### src/rtl/microcpu_pkg.sv
// Shared types for the memory-access stage: FSM encoding, latched-op record, timeout default.
package microcpu_pkg;

  typedef enum logic {
    ST_IDLE = 1'b0,
    ST_WAIT = 1'b1
  } mem_state_t;

  localparam int MEM_TIMEOUT_DEFAULT = 15;

  typedef struct packed {
    logic        rd;
    logic        wr;
    logic        reg_we;
    logic [4:0]  dest;
    logic [31:0] addr;
    logic [31:0] wdata;
  } mem_op_t;

endpackage

### src/rtl/mem_timeout_counter.sv
// Counts WAIT cycles; expired is combinational and high during the LIMIT-th enabled cycle.
// No backpressure; clear has priority over enable.
module mem_timeout_counter
  import microcpu_pkg::*;
#(
  parameter int LIMIT = MEM_TIMEOUT_DEFAULT
) (
  input  logic clk,
  input  logic rst_n,
  input  logic clear,
  input  logic enable,
  output logic expired
);

  logic [3:0] cnt;

  // cnt holds the number of already-completed WAIT cycles, so the current cycle is cnt+1
  assign expired = enable && (cnt >= 4'(LIMIT - 1));

  always_ff @(posedge clk or negedge rst_n) begin
    if (!rst_n) begin
      cnt <= '0;
    end else if (clear) begin
      cnt <= '0;
    end else if (enable && !expired) begin
      cnt <= cnt + 4'd1;
    end
  end

endmodule

### src/rtl/mem_access_stage.sv
// Pipeline memory stage: ALU ops write back after 1 cycle, loads/stores wait for mem_ack or timeout.
// stall is high for every WAIT cycle; inputs are ignored while stalled.
module mem_access_stage
  import microcpu_pkg::*;
#(
  parameter int MEM_TIMEOUT = MEM_TIMEOUT_DEFAULT
) (
  input  logic        clk,
  input  logic        rst_n,
  input  logic        in_valid,
  input  logic        flush,
  input  logic        in_mem_rd,
  input  logic        in_mem_wr,
  input  logic        in_reg_write_enable,
  input  logic [4:0]  in_alu_dest,
  input  logic [31:0] in_alu_result,
  input  logic [31:0] in_store_data,
  output logic        stall,
  output logic        mem_req,
  output logic        mem_we,
  output logic [31:0] mem_addr,
  output logic [31:0] mem_wdata,
  input  logic        mem_ack,
  input  logic [31:0] mem_rdata,
  output logic        out_wb_enable,
  output logic [4:0]  out_wb_dest,
  output logic [31:0] out_wb_data,
  output logic        out_mem_err
);

  mem_state_t state, state_nxt;
  mem_op_t    op_q;
  logic       squash;
  logic       expired;

  logic in_wait;
  logic accept;
  logic accept_mem;
  logic ack_done;
  logic timeout;

  assign in_wait    = (state == ST_WAIT);
  assign accept     = !in_wait && in_valid && !flush;
  assign accept_mem = accept && (in_mem_rd || in_mem_wr);
  assign ack_done   = in_wait && mem_ack;
  assign timeout    = in_wait && !mem_ack && expired;

  mem_timeout_counter #(
    .LIMIT (MEM_TIMEOUT)
  ) u_timeout (
    .clk     (clk),
    .rst_n   (rst_n),
    .clear   (accept_mem),
    .enable  (in_wait),
    .expired (expired)
  );

  always_ff @(posedge clk or negedge rst_n) begin
    if (!rst_n) begin
      state <= ST_IDLE;
    end else begin
      state <= state_nxt;
    end
  end

  always_comb begin
    state_nxt = state;
    case (state)
      ST_IDLE: if (accept_mem) state_nxt = ST_WAIT;
      ST_WAIT: if (ack_done || timeout) state_nxt = ST_IDLE;
      default: state_nxt = ST_IDLE;
    endcase
  end

  // Read wins when both rd and wr are asserted
  always_ff @(posedge clk or negedge rst_n) begin
    if (!rst_n) begin
      op_q <= '0;
    end else if (accept_mem) begin
      op_q.rd     <= in_mem_rd;
      op_q.wr     <= in_mem_wr && !in_mem_rd;
      op_q.reg_we <= in_reg_write_enable;
      op_q.dest   <= in_alu_dest;
      op_q.addr   <= in_alu_result;
      op_q.wdata  <= in_store_data;
    end
  end

  always_ff @(posedge clk or negedge rst_n) begin
    if (!rst_n) begin
      squash <= 1'b0;
    end else if (accept_mem) begin
      squash <= 1'b0;
    end else if (in_wait && flush) begin
      squash <= 1'b1;
    end
  end

  always_ff @(posedge clk or negedge rst_n) begin
    if (!rst_n) begin
      out_wb_enable <= 1'b0;
      out_wb_dest   <= '0;
      out_wb_data   <= '0;
      out_mem_err   <= 1'b0;
    end else begin
      out_wb_enable <= 1'b0;
      out_mem_err   <= timeout;
      if (accept && !accept_mem) begin
        out_wb_enable <= in_reg_write_enable;
        out_wb_dest   <= in_alu_dest;
        out_wb_data   <= in_alu_result;
      end else if (ack_done && op_q.rd) begin
        // a flush arriving on the ack cycle itself still kills the writeback
        out_wb_enable <= op_q.reg_we && !(squash || flush);
        out_wb_dest   <= op_q.dest;
        out_wb_data   <= mem_rdata;
      end
    end
  end

  assign mem_req   = in_wait;
  assign stall     = in_wait;
  assign mem_we    = in_wait && op_q.wr;
  assign mem_addr  = op_q.addr;
  assign mem_wdata = op_q.wdata;

endmodule

### config.mk
export PLATFORM = sky130hd
export DESIGN_NAME = mem_access_stage
export DESIGN_NICKNAME = d
export VERILOG_FILES = /design/src/rtl/microcpu_pkg.sv /design/src/rtl/mem_timeout_counter.sv /design/src/rtl/mem_access_stage.sv
export SDC_FILE = /design/constraint.sdc
export NUM_CORES = 1
export LEC_CHECK = 0
export BUFFER_PORTS_ARGS = -buffer_cell sky130_fd_sc_hd__buf_4
export CAP_MARGIN = 20
export CORE_ASPECT_RATIO = 0.6
export CORE_UTILIZATION = 50
export CTS_BUF_LIST = sky130_fd_sc_hd__clkbuf_4 sky130_fd_sc_hd__clkbuf_8 sky130_fd_sc_hd__clkbuf_16
export CTS_CLUSTER_DIAMETER = 120
export DETAILED_ROUTE_END_ITERATION = 10
export MAX_ROUTING_LAYER = met4
export PLACE_DENSITY = 0.79
export SLEW_MARGIN = 25
export SYNTH_ARGS = -nofsm -noshare
export SYNTH_HDL_FRONTEND = slang
export SYNTH_HIERARCHICAL = 1
export SYNTH_SLANG_ARGS = --single-unit
### constraint.sdc
create_clock -name clk -period 2.7 [get_ports clk]
set_clock_uncertainty 0.1 [all_clocks]
set_input_delay 0.135 -clock clk [delete_from_list [all_inputs] [get_ports clk]]
set_output_delay 0.135 -clock clk [all_outputs]
set_load 0.02 [all_outputs]
# Word level (Yosys, flattened, before mapping)

Cells that the tools add are included.
W data, S select, Z words.

Add/sub/neg operators: 1
Reductions and logical operators: 27
Muxes and demuxes: 13
Order comparisons: 1
Bitwise operators: 1

Operators by type and width:

| cell                  | number |
|---|---|
| $mux W32              | 2 |
| $logic_and A1 B1 Y1   | 14 |
| $mux W5               | 2 |
| $mux W4               | 2 |
| $logic_not A1 Y1      | 7 |
| $mux W1               | 6 |
| $reduce_bool A2 Y1    | 3 |
| $add A4 B1 Y4 const B | 1 |
| $ge A4 B4 Y1 const B  | 1 |
| $logic_or A1 B1 Y1    | 3 |
| $pmux W1 S2           | 1 |
| $not A1 Y1            | 1 |

Register bits: 117
Input port bits: 109

# Depth between registers and ports, before layout

Gate-level depths: netlist of the first run.

Word-level depth: 7
Mapped depth: 6
Depth with buffers taken out: 6

# Hierarchy

The synthesis of the first run kept the hierarchy.

By module, submodules not included:

| module              | cells an instance | instances | area each (µm²) | seq. area each (µm²) |
|---|---|---|---|---|
| mem_access_stage    | 356               | 1         | 5198.7          | 2827.7 |
| mem_timeout_counter | 22                | 1         | 232.7           | 100.1 |

# Worst setup path after synthesis of the first run

No wires, ideal clock.

Path type: register to register
Start: register state (netlist: mem_req)
End: register op_q (netlist bit mem_addr[0])
Cell stages (with the launch flop): 6
Path slack: 0.747 ns
Library setup time: 0.128 ns
Clock period less this slack: 1.953 ns
Buffers on the path: 2
Arrival time: 1.725 ns
Cell sequence: dfrtp_1 nor3b_4 nor2b_1 buf_4 buf_6 mux2_1

Word-level cells in the longest chain between the ends: 4

Ends and longest elaborated chain:

| what                             | RTL line               | source |
|---|---|---|
| start: declaration               | mem_access_stage.sv:31 | `mem_state_t state, state_nxt;` |
| start signal: assignment         | mem_access_stage.sv:62 | `state <= state_nxt;` |
| $logic_not A1 Y1                 | mem_access_stage.sv:43 | `assign accept = !in_wait && in_valid && !flush;` |
| $logic_and A1 B1 Y1 (2 in a row) | mem_access_stage.sv:43 |  |
| $logic_and A1 B1 Y1              | mem_access_stage.sv:44 | `assign accept_mem = accept && (in_mem_rd \|\| in_mem_wr);` |
| named net accept_mem             | mem_access_stage.sv:38 | `logic accept_mem;` |
| end: declaration                 | mem_access_stage.sv:32 | `mem_op_t op_q;` |

The timed path passes the listed nets, and every way through them passes these cells.
A chain may end at the register's enable or synchronous reset.

# Worst setup path in the final report of the first run

Start: input flush
End: register out_wb_data[7]

Word-level cells in the longest chain between the ends: 6
Elaborated cells between the ends (all ways): 7

Ends and longest elaborated chain:

| what                                                  | RTL line                | source |
|---|---|---|
| start: declaration                                    | mem_access_stage.sv:11  | `input logic flush,` |
| $logic_not A1 Y1 (*)                                  | mem_access_stage.sv:43  |  |
| $logic_and A1 B1 Y1 (*)                               | mem_access_stage.sv:43  |  |
| $logic_and A1 B1 Y1                                   | mem_access_stage.sv:44  |  |
| $logic_not A1 Y1                                      | mem_access_stage.sv:108 | `if (accept && !accept_mem) begin` |
| $logic_and A1 B1 Y1 (*)                               | mem_access_stage.sv:108 |  |
| $mux W32 / $reduce_bool A2 Y1 (equally long branches) | -                       |  |
| end signal: assignment                                | mem_access_stage.sv:111 | `out_wb_data <= in_alu_result;` |
| end signal: assignment                                | mem_access_stage.sv:116 | `out_wb_data <= mem_rdata;` |
| end: declaration                                      | mem_access_stage.sv:27  | `output logic [31:0] out_wb_data,` |

Mark *: on every way between the ends. The rest lies on a longest branch, timed or not.

==> out/results.ini, run 1 <==
[sta]
tightest_slew_ps=731
slew-limit-headroom=0.512
fin_setup_tns_ps=0
rsz0062_at_grt=false
finalCritPeriodShare=0.910
hold_slack_ps=20.0
fmax_mhz=407
setup_viol=0
maxSlewViolCount=0
finalCriticalPeriod_ps=2460
hold_viol_final=0

[cts]
cts_tree=done
ctsResizeCount=0
clock_latency_ps=390
hold_buffers=104
clkTransAtPathRegs_ps=50
cts.path.max_buffers=2
clock_sinks=117
numCtsBuffers=17
cts_max_level=4
cts_root_buf=clkbuf_16
cts_setup_buffers=0

[setup_path]
path_class=primary input to flop
reg2reg_setup_slack_ps=250
arrival_ps=2630
worstReg2RegEnd=out_wb_data[7]
startpoint_type=primary input
crit_fanout=14
ff2ff_path_depth=5
r2r-start=mem_req
crit_required_ps=2870
cp-end-kind=flop

[synthesis]
netlist_instances=378
syn-num-nets=489
syn_area_per_cell_um2=14.4
ys_warn_count=6
syn_area_um2=5430
synth_cell_types=31
ys_seq_area_frac=0.539
synth-seq-cells=117

[die]
io_pins=215
die_y_um=82.7
initial_core_util=0.514
die_w_um=137
die_area_um2=11300
fp-row-count=29
coreArea_um2=10600

[drt]
drcViolationCount=0
via_per_inst=4.78
dr.pass1.iters=4
vias=3801
ant_nets=0
wl_mm=13.9
wl_per_cell_um=17.4
drt_iter0_drc=97

[placed_design]
placed_area_um2=6690
io_buffers=214
dp_hpwl_mm=8.45
dp_cells=660
gp_congestion=0.729

[global_routing]
use_met2=0.460
busiest_layer=met2
grt_pass1_wl_mm=20.8
grt_max_degree=57
grt.overflow.total=0
antenna_found_initial=0
use_met1=0.283
grtUsageTotal=0.261
grt_pass1_vias=4094
grt_use_met3=0.0714

[pwr]
p_per_area_nw_per_um2=892
irDropWorstVdd_mv=0.589
leakagePower_nw=3.93

[worst_hold_path]
hold_path_end=out_wb_data[17]
hold_path_depth=3
hp-class=primary input to flop
hold_start=mem_rdata[17]

[finish]
final_cell_count_no_fill=795
layout-drive-gt1-share=0.511
fin_nets=755
areaGrowthSynthToFinish_pct=53.1
design_area_um2=8320
antenna_cells=0

[status]
outcome=completed

[run]
max_cap_violations=0

[cell type report]
cell class,instances,area (um2)
Fill cell,601,2240
Multi-Input combinational cell,179,1880
Clock inverter,9,101
Inverter,2,7.51
Tap cell,139,174
Timing Repair Buffer,327,2740
Clock buffer,22,488
Sequential cell,117,2930
[synth_stat cells]
library cell,instances,area [um2]
and2_4,1,8.76
a31o_2,1,8.76
buf_4,66,495
and4_1,1,8.76
ha_1,2,25.0
nand3_1,1,5.00
nor3b_4,1,18.8
a211oi_1,1,7.51
nand3_2,1,10.0
o21ai_0,2,10.0
dfrtp_1,117,2930
a21oi_1,5,25.0
o211ai_2,1,12.5
mux2_1,72,811
and2_1,1,6.26
buf_6,10,113
a211o_1,1,8.76
nand2_2,1,6.26
and3b_1,1,8.76
nor2b_1,1,6.26
nand2_1,2,7.51
nor3b_1,1,7.51
or2_2,1,6.26
inv_1,2,7.51
a22o_1,1,8.76
mux2_2,72,811
clkbuf_1,1,3.75
nor2_1,6,22.5
buf_2,3,15.0
nor3_2,1,10.0
a41oi_1,1,8.76
[registers in the layout, summed over array words and instances (netlist names)]
name	cells
u_timeout/cnt	4
out_mem_err	1
mem_wdata	32
out_wb_data	32
mem_req	1
out_wb_dest	5
op_q	8
squash	1
mem_addr	32
out_wb_enable	1
[power breakdown]
group | leakage (nW) | internal (mW) | total (mW) | switching [mW]
Combinational | 2.24 | 1.37 | 2.61 | 1.24
Clock | 0.295 | 1.45 | 2.19 | 0.740
Sequential | 1.39 | 2.29 | 2.61 | 0.319
Total | 3.93 | 5.12 | 7.42 | 2.30
[layout by cell type, fill, tap and decap left out, drive strengths merged]
cell         instances
and3b                1
nand2                3
clkbuf              22
a211o                1
nor3b                2
o211ai               1
clkinvlp             1
nor2b                1
dfrtp              117
a22o                 1
o21ai                2
inv                  2
a211oi               1
or2                  1
dlygate4sd3        104
clkinv               6
nand3                2
a41oi                1
and4                 1
bufinv               2
nor3                 1
buf                223
a31o                 1
a21oi                5
mux2               144
ha                   2
nor2                 6
and2                 2
[through the flow]
stage                     setup slack (ps)   util  power [mW]
after floorplan                        747      -        4.23
after global routing                   164  0.788        7.78
after global placement                 772  0.633        4.94
after detailed placement               721  0.633        5.04
after CTS                              264  0.788        7.42
final                                  244  0.788        7.42
[worst max-delay path by stage]
stage / start / endpoint / slack, ps / cells past startpoint
floorplan: mem_req / mem_addr[0] / 750 / 5
global placement: mem_req / mem_addr[7] / 770 / 4
detailed placement: mem_req / mem_addr[5] / 720 / 4
CTS: mem_req / out_wb_data[5] / 260 / 5
global route: mem_req / out_wb_data[7] / 160 / 5
finish: flush / out_wb_data[7] / 240 / 7
[worst max-delay path, stage by stage]
cell and delay, ps:
dlygate4sd3_1 530, buf_4 150, nor3b_4 310, nand2_2 310, buf_4 320, mux2_2 290, dlygate4sd3_1 560
[logic make-up (layout without fill, tap and decap cells)]
family | after synthesis | after routing | synth area share
fa+ha+maj | 2 | 2 | 0.00461
buf+inv | 82 | 360 | 0.117
mux | 144 | 144 | 0.299
simple gates | 20 | 20 | 0.0244
flops | 117 | 117 | 0.539
compound gates | 13 | 13 | 0.0166
[routing by layer]
metal | up-vias | share of wire
li1 | 1794 | -
met1 | 1844 | 0.40
met2 | 147 | 0.52
met3 | 16 | 0.071
met4 | 0 | 0.014
met5 | - | 0
Note: power is estimated with default switching activity, not from simulation.
==> run 2, diff against run 1 <==
GPL_TIMING_DRIVEN = 0   (was unset)
==> out/results.ini, run 2 (synthesis results as in run 1) <==
[status]
outcome=completed

[sta]
fmax_mhz=391  ; -3.8%
hold_slack_ps=33.1  ; +13.1 ps
setup_viol=0  ; unchanged
slew-limit-headroom=0.560  ; +0.0472
hold_viol_final=0  ; unchanged
maxSlewViolCount=0  ; unchanged
tightest_slew_ps=661  ; -70.8 ps
rsz0062_at_grt=false
finalCritPeriodShare=0.946  ; +0.0364
fin_setup_tns_ps=0  ; unchanged
finalCriticalPeriod_ps=2550  ; +98.2 ps

[die]
die_area_um2=11300  ; unchanged
coreArea_um2=10600  ; unchanged
fp-row-count=29  ; unchanged
die_y_um=82.7  ; unchanged
die_w_um=137  ; unchanged
initial_core_util=0.514  ; unchanged
io_pins=215  ; unchanged

[finish]
areaGrowthSynthToFinish_pct=64.7
final_cell_count_no_fill=870  ; +9.4%
final_common_cell=buf_4
layout_common_cells=buf_4 (279), dfrtp_1 (117), dlygate4sd3_1 (106)
antenna_cells=0  ; unchanged
design_area_um2=8950  ; +7.6%
layout-drive-gt1-share=0.555  ; +0.0447
fin_nets=829  ; +9.8%

[setup_path]
ff2ff_path_depth=5  ; unchanged
cp-end-kind=flop
crit_required_ps=2880  ; about the same
cp_num_cells=5  ; -2
max_stage_delay_ps=560  ; about the same
startpoint_type=flop
critPathSlowestCell=dfrtp_1
path_class=flop to flop
arrival_ps=2740  ; +110 ps
crit_chain=nor3b_4, nand2_2, buf_2, mux2_2, dlygate4sd3_1
crit_fanout=14  ; unchanged
worst-path-buf-inv=2  ; -2
crit_family=buffers and inverters

[pwr]
leakagePower_nw=4.31  ; +9.8%
p_int_mw=5.59  ; +9.2%
power_frac_clock=0.302  ; +0.006
p_per_area_nw_per_um2=899  ; +0.75%
seqPwrFrac=0.326  ; -0.026
net-switching-power_mw=2.45  ; +6.6%
pwr-share-comb=0.372  ; +0.019
irDropWorstVdd_mv=0.621  ; +5.4%
swShare=0.305  ; -0.00531
finalPower_mw=8.04  ; +8.4%

[cts]
clock_sinks=117  ; unchanged
cts_root_buf=clkbuf_16
cts_max_level=4  ; unchanged
cts.path.max_buffers=2  ; unchanged
clock_latency_ps=400  ; about the same
ctsResizeCount=0  ; unchanged
cts_setup_buffers=0  ; unchanged
numCtsBuffers=17  ; unchanged
clkTransAtPathRegs_ps=50  ; about the same
cts_tree=done

[global_routing]
grt_pass1_wl_mm=23.4  ; +13%
grt_pass1_vias=4535  ; +11%
antenna_found_initial=0  ; unchanged
grt.overflow.total=0  ; unchanged
grtUsageTotal=0.292  ; +0.0314
grt_max_degree=78  ; +37%

[drt]
drt_iter0_drc=150  ; +55%
dr.pass1.iters=4  ; unchanged
ant_nets=0  ; unchanged
wl_mm=15.5  ; +12%
wl_per_cell_um=17.8  ; +2.0%
via_per_inst=4.81  ; +0.56%
vias=4183  ; +10%
drcViolationCount=0  ; unchanged

[placed_design]
io_buffers=214  ; unchanged
dp_cells=732  ; +11%
dp_hpwl_mm=9.13  ; +8.2%
placed_area_um2=7240  ; +8.3%
gp_congestion=0.746  ; +2.4%

[worst_hold_path]
hold_path_depth=3  ; unchanged
hp-class=primary input to flop

[run]
max_cap_violations=0  ; unchanged

==> run 2: cell count changes in the layout (fill, tap and decap cells not counted), moves of 2 or more <==
cell | before | now
buf_4 | 221 | 279
bufinv_16 | 2 | 4
buf_12 | 2 | 0
buf_6 | 0 | 11
dlygate4sd3_1 | 104 | 106
buf_2 | 0 | 3
==> run 2: cell type report <==
cell class | instances | area [um2]
plain buffers | 80 | 627
clock inverters | 9 | 148
clock buffers | 23 | 495
flip-flops and latches | 117 | 2930
fillers | 501 | 1610
inverters | 2 | 7.51
well taps | 139 | 174
repair buffers | 321 | 2700
multi-input cells | 179 | 1870
==> run 2: metrics by stage <==
stage               setup slack (ps)   util
detailed placement               558  0.686
finish                           145  0.847
global placement                 599  0.683
global route                    2.29  0.847
CTS                              164  0.847
floorplan                        747      -
==> run 2: metal layers <==
metal,global-route usage,vias to the layer above,wire [um]
met5,-,-,0
met4,0.0922,0,172
met3,0.0916,16,1090
met2,0.499,155,8020
met1,0.332,2073,6200
li1,-,1939,-
==> run 2: power by group through the flow <==
stage	logic [mW]	registers, mW	clock network [mW]
finish	2.99	2.62	2.43
global route	3.17	2.68	2.56
CTS	2.94	2.58	2.46
detailed placement	2.78	2.60	0
global placement	2.71	2.56	0
floorplan	1.39	2.84	0
==> run 2: path summary, 6_finish.rpt <==
check / from / to / slack (ps)
max: mem_req / out_wb_data[18] / 150
min: mem_rdata[13] / out_wb_data[13] / 30
max reg2reg: mem_req / out_wb_data[18] / 150
min reg2reg: op_q[65] / op_q[65] / 380
max in group asynchronous: rst_n / mem_wdata[12] / 1640
min in group asynchronous: rst_n / mem_wdata[29] / 140
==> run 2: tightest hold or removal path: stages <==
cell and delay, ps:
buf_4 80, mux2_2 140, mux2_2 140
==> run 2: what timing repair did <==
item                                    CTS  global route
endpoints found under the hold margin   222             0
endpoints found under the setup margin    0             0
hold buffers                            106             0
==> run 3, diff against run 2 <==
CORE_ASPECT_RATIO = 0.8   (was 0.6)
SLEW_MARGIN = unset   (was 25)
==> out/results.ini, run 3 (synthesis results as in run 1) <==
[die]
die_area_um2=11300  ; about the same
io_pins=215  ; unchanged
fp-row-count=33  ; +14%
die_w_um=119  ; -13%
die_y_um=95.2  ; +15%
initial_core_util=0.522  ; +0.00761
coreArea_um2=10400  ; -1.5%

[finish]
multiInputGateArea_um2=1870  ; unchanged
final_common_cell=buf_4
layout_common_cells=buf_4 (283), dfrtp_1 (117), dlygate4sd3_1 (107)
seq_area_um2=2930  ; unchanged
layout-drive-gt1-share=0.558  ; +0.00242
fin_nets=834  ; +0.60%
fill_cells=510  ; +1.8%
antenna_cells=0  ; unchanged
areaGrowthSynthToFinish_pct=63.6
design_area_um2=8880  ; -0.71%

[cts]
cts_max_level=4  ; unchanged
clock_sinks=117  ; unchanged
cts_tree=done
cts.path.max_buffers=2  ; unchanged
numCtsBuffers=17  ; unchanged
clkTransAtPathRegs_ps=50  ; about the same
clock_latency_ps=410  ; about the same
cts_root_buf=clkbuf_16

[setup_path]
r2r-start=mem_req
crit_required_ps=2890  ; about the same
cp_num_cells=5  ; unchanged
cp-end-kind=flop
critPathSlowestCell=dlygate4sd3_1
worst-path-buf-inv=2  ; unchanged
crit_family=buffers and inverters
reg2reg_setup_slack_ps=140  ; about the same
startpoint_type=flop
path_class=flop to flop
ff2ff_path_depth=5  ; unchanged
arrival_ps=2750  ; about the same
max_stage_delay_ps=570  ; about the same
crit_chain=nor3b_4, nand2_2, buf_2, mux2_2, dlygate4sd3_1
worstReg2RegEnd=out_wb_data[30]
crit_fanout=14  ; unchanged

[global_routing]
grtUsageTotal=0.308  ; +0.0156
grt_pass1_wl_mm=24.9  ; +6.3%
grt_pass1_vias=4639  ; +2.3%
grt.overflow.total=0  ; unchanged
grt_max_degree=61  ; -22%
antenna_found_initial=0  ; unchanged

[pwr]
seqPwrFrac=0.341  ; +0.015
p_per_area_nw_per_um2=867  ; -3.5%
p_int_mw=5.24  ; -6.2%
power_frac_clock=0.265  ; -0.037
irDropWorstVdd_mv=0.641  ; +3.4%
swShare=0.319  ; +0.0142
leakagePower_nw=4.30  ; -0.37%
net-switching-power_mw=2.46  ; +0.25%
pwr-share-comb=0.394  ; +0.022

[drt]
ant_nets=0  ; unchanged
wl_mm=16.3  ; +5.6%
vias=4304  ; +2.9%
drt_iter0_drc=117  ; -22%
wl_per_cell_um=18.7  ; +5.0%
via_per_inst=4.92  ; +2.3%
drcViolationCount=0  ; unchanged
dr.pass1.iters=4  ; unchanged

[sta]
setup_viol=0  ; unchanged
hold_viol_final=0  ; unchanged
finalCriticalPeriod_ps=2560  ; +7.47 ps
finalCritPeriodShare=0.949  ; +0.00277
slew-limit-headroom=0.627  ; +0.0677
rsz0062_at_grt=false
tightest_slew_ps=559  ; -101 ps
setup_ws_ps=138  ; -7.47 ps
fin_setup_tns_ps=0  ; unchanged
maxSlewViolCount=0  ; unchanged
fmax_mhz=390  ; -0.29%

[placed_design]
placed_area_um2=7240  ; about the same
io_buffers=214  ; unchanged
pre_cts_ws_ps=566  ; +7.81 ps
dp_hpwl_mm=9.14  ; +0.11%
gp_congestion=0.785  ; +5.2%

[worst_hold_path]
hp-class=primary input to flop
hold_path_end=out_wb_data[4]
hold_start=mem_rdata[4]
hold_path_depth=3  ; unchanged

[run]
max_cap_violations=0  ; unchanged

[status]
outcome=completed

-- run 3: changes by cell type in the layout (fill, tap and decap cells not counted), sizes merged --
cell and change:
dlygate4sd3 +1, clkinvlp -1, clkbuf +3, bufinv -4, clkinv +1, buf +4
-- run 3: worst max-delay path by stage --
stage | start | to | slack (ps)
floorplan | mem_req | mem_addr[0] | 750
global placement | mem_req | out_wb_data[12] | 620
detailed placement | mem_req | mem_wdata[30] | 570
CTS | mem_req | out_wb_data[7] | 30
global route | mem_req | out_wb_data[30] | 50
finish | mem_req | out_wb_data[30] | 140
-- run 3: stage by stage --
stage | utilization | hold slack [ps] | total power [mW] | std cells
finish | 0.854 | 25.6 | 7.70 | 875
global route | 0.854 | 8.01 | 8.02 | 875
CTS | 0.851 | 3.40 | 7.58 | 871
detailed placement | 0.696 | 47.3 | 5.39 | 733
global placement | 0.693 | 227 | 5.28 | 732
floorplan | - | -261 | 4.23 | 378
-- run 3: cell type report --
| cell class | instances | share of cell area |
|---|---|---|
| Clock buffer | 26 | 0.0576 |
| Sequential cell | 117 | 0.330 |
| Clock inverter | 5 | 0.00282 |
| Buffer | 80 | 0.0707 |
| Multi-Input combinational cell | 179 | 0.210 |
| Tap cell | 140 | 0.0197 |
| Timing Repair Buffer | 326 | 0.308 |
| Inverter | 2 | 0.000845 |
-- run 3: power groups by stage --
stage,clock network [mW],registers (mW),logic (mW)
5_1_grt,2.15,2.68,3.20
3_3_place_gp,0,2.56,2.72
4_1_cts,2.05,2.58,2.96
3_5_place_dp,0,2.60,2.79
6_report,2.04,2.63,3.03
2_1_floorplan,0,2.84,1.39
-- run 3: worst reg2reg max path, delay by kind of cell, from the launching register on --
| kind | cells | cell delay, ps |
|---|---|---|
| buf+inv | 2 | 860 |
| flops | 1 | 560 |
| mux | 1 | 310 |
| simple gates | 2 | 620 |
-- run 3: metal layers --
layer | part of all wire | global-route usage
met4 | 0.016 | 0.113
met1 | 0.39 | 0.335
met5 | 0 | -
met3 | 0.069 | 0.0975
met2 | 0.52 | 0.536
-- run 3: repair_timing --
item                       CTS  global route
hold buffers               107             0
hold endpoints to repair   169             0
setup endpoints to repair    0             3
buffers inserted             0             4
resized for setup            0             2
